$ cat src/rtl/uart_rx_fifo.sv
`default_nettype none
// ============================================================================
// Module      : uart_rx_fifo
// Description : Receive-side FIFO for a UART. Converts each rising edge of
//               rx_valid into one push of {rx_err, rx_data}, stores words in a
//               circular buffer and exposes the head entry on a show-ahead
//               read port. Words arriving while full are dropped and reported
//               through a sticky overflow flag.
// Revision    : 1.0 - initial release
// ============================================================================
module uart_rx_fifo #(
  parameter  int WIDTH_SIZE = 8,
  parameter  int DEPTH      = 16,
  localparam int ADDR_W     = $clog2(DEPTH)
) (
  input  logic                  clk,
  input  logic                  reset,
  input  logic                  rx_valid,
  input  logic                  rx_err,
  input  logic [WIDTH_SIZE-1:0] rx_data,
  input  logic                  rd_en,
  input  logic                  clr_ovf,
  output logic [WIDTH_SIZE-1:0] rd_data,
  output logic                  rd_err,
  output logic                  rd_valid,
  output logic                  empty,
  output logic                  full,
  output logic [ADDR_W:0]       count,
  output logic                  overflow
);

  // Count value that means "every entry occupied".
  localparam logic [ADDR_W:0] C_DEPTH_CNT = (ADDR_W + 1)'(DEPTH);

  // Storage: error flag in the MSB, data word below it.
  logic [WIDTH_SIZE:0] mem_q [DEPTH];

  logic [ADDR_W-1:0] wr_ptr_q, wr_ptr_d;
  logic [ADDR_W-1:0] rd_ptr_q, rd_ptr_d;
  logic [ADDR_W:0]   count_q,  count_d;
  logic              empty_q,  empty_d;
  logic              full_q,   full_d;
  logic              overflow_q, overflow_d;
  logic              rx_valid_q, rx_valid_d;

  logic              w_push;
  logic              w_pop;
  logic              w_push_acc;
  logic              w_drop;
  logic [WIDTH_SIZE:0] w_head;

  // Edge detect on rx_valid, pop qualification and accept/drop decisions.
  always_comb begin
    rx_valid_d = rx_valid;
    w_push     = rx_valid & ~rx_valid_q;
    w_pop      = rd_en & ~empty_q;
    // A full FIFO can still take a word when a pop frees the slot in the same cycle.
    w_push_acc = w_push & (~full_q | w_pop);
    w_drop     = w_push & full_q & ~w_pop;
  end

  // Next-state for pointers, occupancy, status flags and sticky overflow.
  always_comb begin
    wr_ptr_d   = wr_ptr_q;
    rd_ptr_d   = rd_ptr_q;
    count_d    = count_q;
    overflow_d = overflow_q;

    if (w_push_acc) begin
      wr_ptr_d = wr_ptr_q + 1'b1;
    end
    if (w_pop) begin
      rd_ptr_d = rd_ptr_q + 1'b1;
    end

    count_d = count_q + (ADDR_W + 1)'(w_push_acc) - (ADDR_W + 1)'(w_pop);

    empty_d = (count_d == '0);
    full_d  = (count_d == C_DEPTH_CNT);

    // A drop in the same cycle as a clear must leave the flag set.
    if (w_drop) begin
      overflow_d = 1'b1;
    end else if (clr_ovf) begin
      overflow_d = 1'b0;
    end
  end

  // Control state registers with synchronous reset.
  always_ff @(posedge clk) begin
    if (reset) begin
      wr_ptr_q   <= '0;
      rd_ptr_q   <= '0;
      count_q    <= '0;
      empty_q    <= 1'b1;
      full_q     <= 1'b0;
      overflow_q <= 1'b0;
      rx_valid_q <= 1'b0;
    end else begin
      wr_ptr_q   <= wr_ptr_d;
      rd_ptr_q   <= rd_ptr_d;
      count_q    <= count_d;
      empty_q    <= empty_d;
      full_q     <= full_d;
      overflow_q <= overflow_d;
      rx_valid_q <= rx_valid_d;
    end
  end

  // Buffer write; contents are deliberately left unreset.
  always_ff @(posedge clk) begin
    if (!reset && w_push_acc) begin
      mem_q[wr_ptr_q] <= {rx_err, rx_data};
    end
  end

  // Show-ahead read port, forced to zero while nothing is stored.
  always_comb begin
    w_head  = mem_q[rd_ptr_q];
    rd_data = '0;
    rd_err  = 1'b0;
    if (!empty_q) begin
      rd_data = w_head[WIDTH_SIZE-1:0];
      rd_err  = w_head[WIDTH_SIZE];
    end
  end

  assign rd_valid = ~empty_q;
  assign empty    = empty_q;
  assign full     = full_q;
  assign count    = count_q;
  assign overflow = overflow_q;

endmodule
`default_nettype wire

$ cat config.mk
export PLATFORM = sky130hd
export DESIGN_NAME = uart_rx_fifo
export DESIGN_NICKNAME = d
export VERILOG_FILES = /design/src/rtl/uart_rx_fifo.sv
export SDC_FILE = /design/constraint.sdc
export NUM_CORES = 1
export LEC_CHECK = 0
export CORE_MARGIN = 4
export CORE_UTILIZATION = 45
export DETAILED_ROUTE_END_ITERATION = 7
export PLACE_DENSITY = 0.62
export REMOVE_ABC_BUFFERS = 1
export SYNTH_ARGS = -nofsm -noshare
export SYNTH_HDL_FRONTEND = slang
export SYNTH_SLANG_ARGS = --single-unit
$ cat constraint.sdc
create_clock -name clk -period 7.35 [get_ports clk]
set_input_delay 1.47 -clock clk [delete_from_list [all_inputs] [get_ports clk]]
set_output_delay 1.47 -clock clk [all_outputs]
set_load 0.02 [all_outputs]
After elaboration in Yosys (flattened, before gate mapping)

Memory sizes are Yosys's and may differ from the RTL's. A register that Yosys moved wholly into a read port is not among the register bits.
Index checks and enable logic that the tools add are counted.
Widths: inputs -> output; s select.

Add/sub/neg operators: 4
Eq/ne operators: 1
Mux-type cells: 8
Bitwise operators: 10
Reductions and logical operators: 4

Operators by type and width:

| operator            | number |
|---|---|
| $add 4x1->4 const B | 2 |
| $mux 4              | 2 |
| $mux 8              | 1 |
| $add 5x1->5         | 1 |
| $and 1x1->1         | 5 |
| $eq 5x5->1 const B  | 1 |
| $logic_not 5->1     | 1 |
| $mux 1              | 5 |
| $sub 5x1->5         | 1 |
| $not 1->1           | 4 |
| $reduce_bool 2->1   | 1 |
| $logic_and 1x1->1   | 1 |
| $logic_not 1->1     | 1 |
| $or 1x1->1          | 1 |

Flip-flop bits (word level): 17
Memory bits (writable): 144
Output and inout port bits: 18
Memories kept: 1

Memories:

| memory | words | bits a word | rd ports | clocked after memory_dff | wr ports | RTL line | text |
|---|---|---|---|---|---|---|---|
| mem_q  | 16    | 9           | 1        | 1                        | 1        | 36       | `logic [WIDTH_SIZE:0] mem_q [DEPTH];` |

Depth between registers and ports, before layout

Depth in word-level cells: 7
Depth in mapped cells: 12
Depth with buffers taken out: 12

Worst setup path before layout

OpenSTA, ideal clock, no wires.

Kind: input to register
Start point: in rd_en
End point: reg full_q, in the netlist full
Setup time: 0.103 ns
Arrival time: 3.705 ns
Path slack: 3.542 ns
Stages: 11
Buffers on the path: 0
Cells stage by stage: nand2b_1 > a21oi_2 > inv_1 > ha_1 > inv_1 > ha_1 > inv_1 > fa_1 > xnor2_1 > or3b_2 > a2111oi_2

Cells in the longest elaborated chain, start to end: 6

RTL lines:

| element              | RTL line | text |
|---|---|---|
| start, declared      | 21       | `input logic rd_en,` |
| $and 1x1->1 *        | 56       | `w_pop = rd_en & ~empty_q;` |
| $or 1x1->1           | 58       | `w_push_acc = w_push & (~full_q \| w_pop);` |
| $and 1x1->1          | 58       |  |
| $add 5x1->5          | 76       | `count_d = count_q + (ADDR_W + 1)'(w_push_acc) - (ADDR_W + 1)'(w_pop);` |
| $sub 5x1->5 *        | 76       |  |
| $eq 5x5->1 *         | 79       | `full_d = (count_d == C_DEPTH_CNT);` |
| end signal, assigned | 104      | `full_q <= full_d;` |
| end, declared        | 42       | `logic full_q, full_d;` |

Every way passes the cells marked *; elsewhere a longest branch is shown, timed or not.
A chain may end at the register's enable or synchronous reset.

==> impl_summary.md <==
Logic synthesis
The cell type contributing the most total cell area after synthesis is edfxtp_1. The post-synthesis instance total is 414. Counting distinct cell types in the post-synthesis netlist gives 37. The XOR/XNOR share of the synthesized area is 1.32%. Summing the sequential cell areas from Yosys gives roughly 72% of the chip area. The post-synthesis adder-cell area fraction is between 2 and 2.5%.

The number of warnings issued by yosys is 0. The combinational family with the most area after synthesis is multiplexers. The area share of the leading cell type in the synthesized netlist is between 60% and 70%. The synthesized netlist devotes 5.77% of its cell area to simple gates.

Ranked by total cell area, the synthesized netlist is headed by edfxtp_1 65%, mux2i_1 9.2%, dfxtp_1 6.3%. The portion of synthesized area spent on multiplexers is 11.2%. The synthesized netlist devotes 5.57% of its cell area to compound gates. The count of state elements after synthesis is 165. The synthesized area per cell is 16.0 um^2. Summing every instance area after synthesis gives 6630 um^2.

Pwr
The power per standard cell area is approximately 320 nW/um^2. The total power is roughly 2.4 mW. Summed over all cells, the static leakage comes to 2.48 nW.

The switching part of the total is about a quarter. The share of power burned in the clock network is a little over a third. Combinational cells account for roughly a fifth of the total power.

The share of total power dissipated in sequential elements is approximately 45%. The analysis attributes to net switching a power of 0.634 mW. The internal power contribution is 1.81 mW.

The largest voltage drop on the vdd net is 0.226 mV.

Timing
The max-slew violation count is 0. Setup repair after global routing left no endpoint under its margin. The relative slew slack is 22.0%. The worst path uses 64.4% of the clock period.

The transition time at the pin with the least slew margin is 1.17 ns. The sum of negative setup slack is 0 ns. The worst path in the final design needs a cycle of about 4.7 ns, including I/O delays and setup.

The hold violation total from the final report was 0. The final setup skew is 0.00652 ns. Derived from the worst setup path, the maximum achievable clock frequency is 0.211 GHz.

Setup violations remaining at the end of the flow were counted as 0.

GRT
The global-route wire length before repair is 20300 um. The pin count of the biggest net entering global routing is 48. The global route total overflow is 0. In the global route stage, overall resource usage came out at between 10% and 20%. The via count of the first global-routing pass came to between 3000 and 4000. The initial antenna violation count is 0.

Placed design
Routability-driven placement finished with a final weighted congestion of 0.741. The quantity of I/O buffers inserted on ports is 31. The instance count after placement with tap cells included is between 600 and 700. The estimated wirelength of the detail-placed design is 8060 um.

Clocking
The number of clock buffers added by TritonCTS is 17. The longest clock path from root to sink contains 2 buffers. The clock reaches the later pin of the worst-skew pair after around 0.43 ns. CTS saw about 170 sinks.

The TritonCTS clock tree is yes. The register clock-pin slew on the reported worst setup and hold paths is 0.06 ns. CTS placed an instance of clkbuf_16 at the clock tree root. The quantity of hold-fixing buffers added after cts is 0. The H-tree generated during clock tree synthesis spans 4 levels. After clock tree synthesis, the repair step resized 0 gates. The total setup buffers inserted after CTS is 0.

Floorplan
The initial utilization of the core area, before any placement, comes to between 40% and 50%. The die is 129 um tall. For this design the top-level I/O count stands at 32. The floorplan core area is 14500 um^2. The die footprint is 16700 um^2. The row count is 44.

The die is 129 um wide.

Setup path
The worst endpoint data arrival time is 3.26 ns. The worst setup path is of the register to primary output kind. The endpoint required time on the critical path is 5.88 ns.

The maximum fanout count along the critical path is 47. The sort of element at the start of the critical path is a register. The setup slack of the most critical reg-to-reg path is around 4.3 ns. The worst register-to-register path begins at empty. The end of the worst register-to-register path is full. The kind of capture point of the worst setup path is a primary output.

For the worst flop-to-flop path, the logic depth is 11.

Route
After detailed routing, the number of remaining DRC violations is 0. The residual antenna-violating net count after detailed routing is 0. Dividing the detail-routed via count by the number of cells gives around 5.4.

The average wire per cell in the routed design is ~20 um. The detailed-router iteration count before antenna repair is 4. The sum of routed wire length over all layers is 13200 um.

The detailed router's first-iteration violation count is 282. The final route contains 3498 vias.

Worst hold path
The path with the worst hold slack has its endpoint at overflow. The type of the worst min-delay path is register to register. The launch instance of the worst min-delay path is overflow.

Along the worst hold path, the cell count comes to 2.

Layout
The filler-free cell count of the finished design is approximately 650. The number of antenna repair diodes is 0. The post-route netlist has 9.29% of its cells at a drive strength greater than 1. The area taken by multi-input logic gates is roughly 1700 um^2. The area growth from synthesis to layout is 15.6%.

The footprint of the flip-flops and latches is ~4700 um^2. The net count of the finished layout is 475. After filler insertion, the fill cell instance count of the layout stands at 1197.

Job
The number of violations of the max-capacitance limit is 0.

Outcome
The run finished with clean final reports.
-- worst max path at each step --
stage,start,end,slack [ns],cells past startpoint
after floorplan,register,rd_data[0],2.37,4
after global placement,rd_en,full,2.96,12
after detailed placement,rd_en,full,2.88,12
after CTS,register,rd_data[0],2.58,6
after global routing,register,rd_err,2.40,6
final,register,rd_data[3],2.62,6
-- metrics by stage --
stage / hold WS, ns / util, % / worst slack (ns) / area [um^2]
4_1_cts: 0.484 / 52.9 / 2.58 / 7670
5_1_grt: 0.506 / 52.9 / 2.40 / 7670
2_1_floorplan: 0.460 / - / 2.37 / 6520
3_3_place_gp: 0.489 / 49.0 / 2.96 / 7090
3_5_place_dp: 0.469 / 49.0 / 2.88 / 7090
6_report: 0.485 / 52.9 / 2.62 / 7670
-- sequential cells by signal (all words and copies together) (netlist names), named ones only --
signal      cells
count           5
overflow        1
rx_valid_q      1
empty           1
wr_ptr_q        4
mem_q         144
rd_ptr_q        4
full            1
-- logic make-up (layout without fill, tap and decap cells) --
family / after synthesis / count (layout)
fa+ha+maj: 11 / 11
mux: 67 / 67
compound gates: 52 / 52
xor+xnor: 10 / 10
flops: 165 / 165
simple gates: 80 / 80
buf+inv: 29 / 78
-- routing by layer --
layer / global-route usage (%) / wire (um) / part of all wire (%)
met5: 0 / 0 / 0
met2: 27.0 / 6410 / 48
met1: 21.3 / 5790 / 44
met4: 7.78 / 296 / 2.2
met3: 4.62 / 749 / 5.7
-- placed cells by master, fill, tap and decap left out, types with 2 or more instances in the layout --
master	n
mux4_2	6
clkbuf_16	17
dfxtp_1	20
buf_4	2
edfxtp_1	144
clkdlybuf4s50_1	31
clkinv_2	2
or3b_2	2
a22oi_1	29
o21ai_0	9
nand2_1	17
clkinvlp_4	4
a211oi_1	2
bufinv_16	3
nand3_1	10
xnor2_1	5
inv_1	13
xor2_1	5
mux2i_1	61
ha_1	10
nor2b_1	6
nand2b_1	8
clkbuf_1	6
nor2_1	29
a21oi_1	5
-- area by class of cell --
type | instances | area share (%)
Clock buffer | 23 | 5.84
Clock inverter | 9 | 1.70
Inverter | 13 | 0.637
Multi-Input combinational cell | 220 | 22.6
Sequential cell | 165 | 61.9
Tap cell | 184 | 3.00
Timing Repair Buffer | 33 | 4.24
-- power by group through the flow --
stage | Combinational (mW) | Clock, mW | Sequential (mW)
global route | 0.523 | 0.923 | 1.10
CTS | 0.487 | 0.881 | 1.09
floorplan | 0.296 | 0 | 1.14
detailed placement | 0.484 | 0 | 1.11
finish | 0.481 | 0.870 | 1.09
global placement | 0.476 | 0 | 1.11
-- worst max-delay path, stage by stage, from the launching register on --
cell	delay, ns
dfxtp_4	0.57
buf_4	0.70
mux2i_1	0.18
a22oi_1	0.22
nand2_1	0.10
o21ai_0	0.30
clkdlybuf4s50_1	0.68
-- synth_stat cells --
master     number
or3_4           1
xor2_1          5
buf_2           7
and2_1          1
nor2b_1         7
edfxtp_1      144
nand3_1        10
a22oi_1        29
or3_1           1
nand2b_1        8
a2111oi_2       1
o211ai_1        1
a32oi_1         1
nand3b_1        1
a21oi_2         1
clkbuf_1        1
mux2i_1        61
mux4_2          6
fa_1            1
nand2_1        17
ha_1           10
inv_1          13
a211oi_1        2
a21oi_1         5
a21o_1          1
a41o_2          1
buf_1           1
dfxtp_1        21
buf_4           4
o21ai_0         9
nand4_1         1
buf_6           3
nor2_1         30
o21a_1          1
nor3b_1         1
or3b_2          2
xnor2_1         5
No activity file was read; power rests on OpenSTA's default activity.
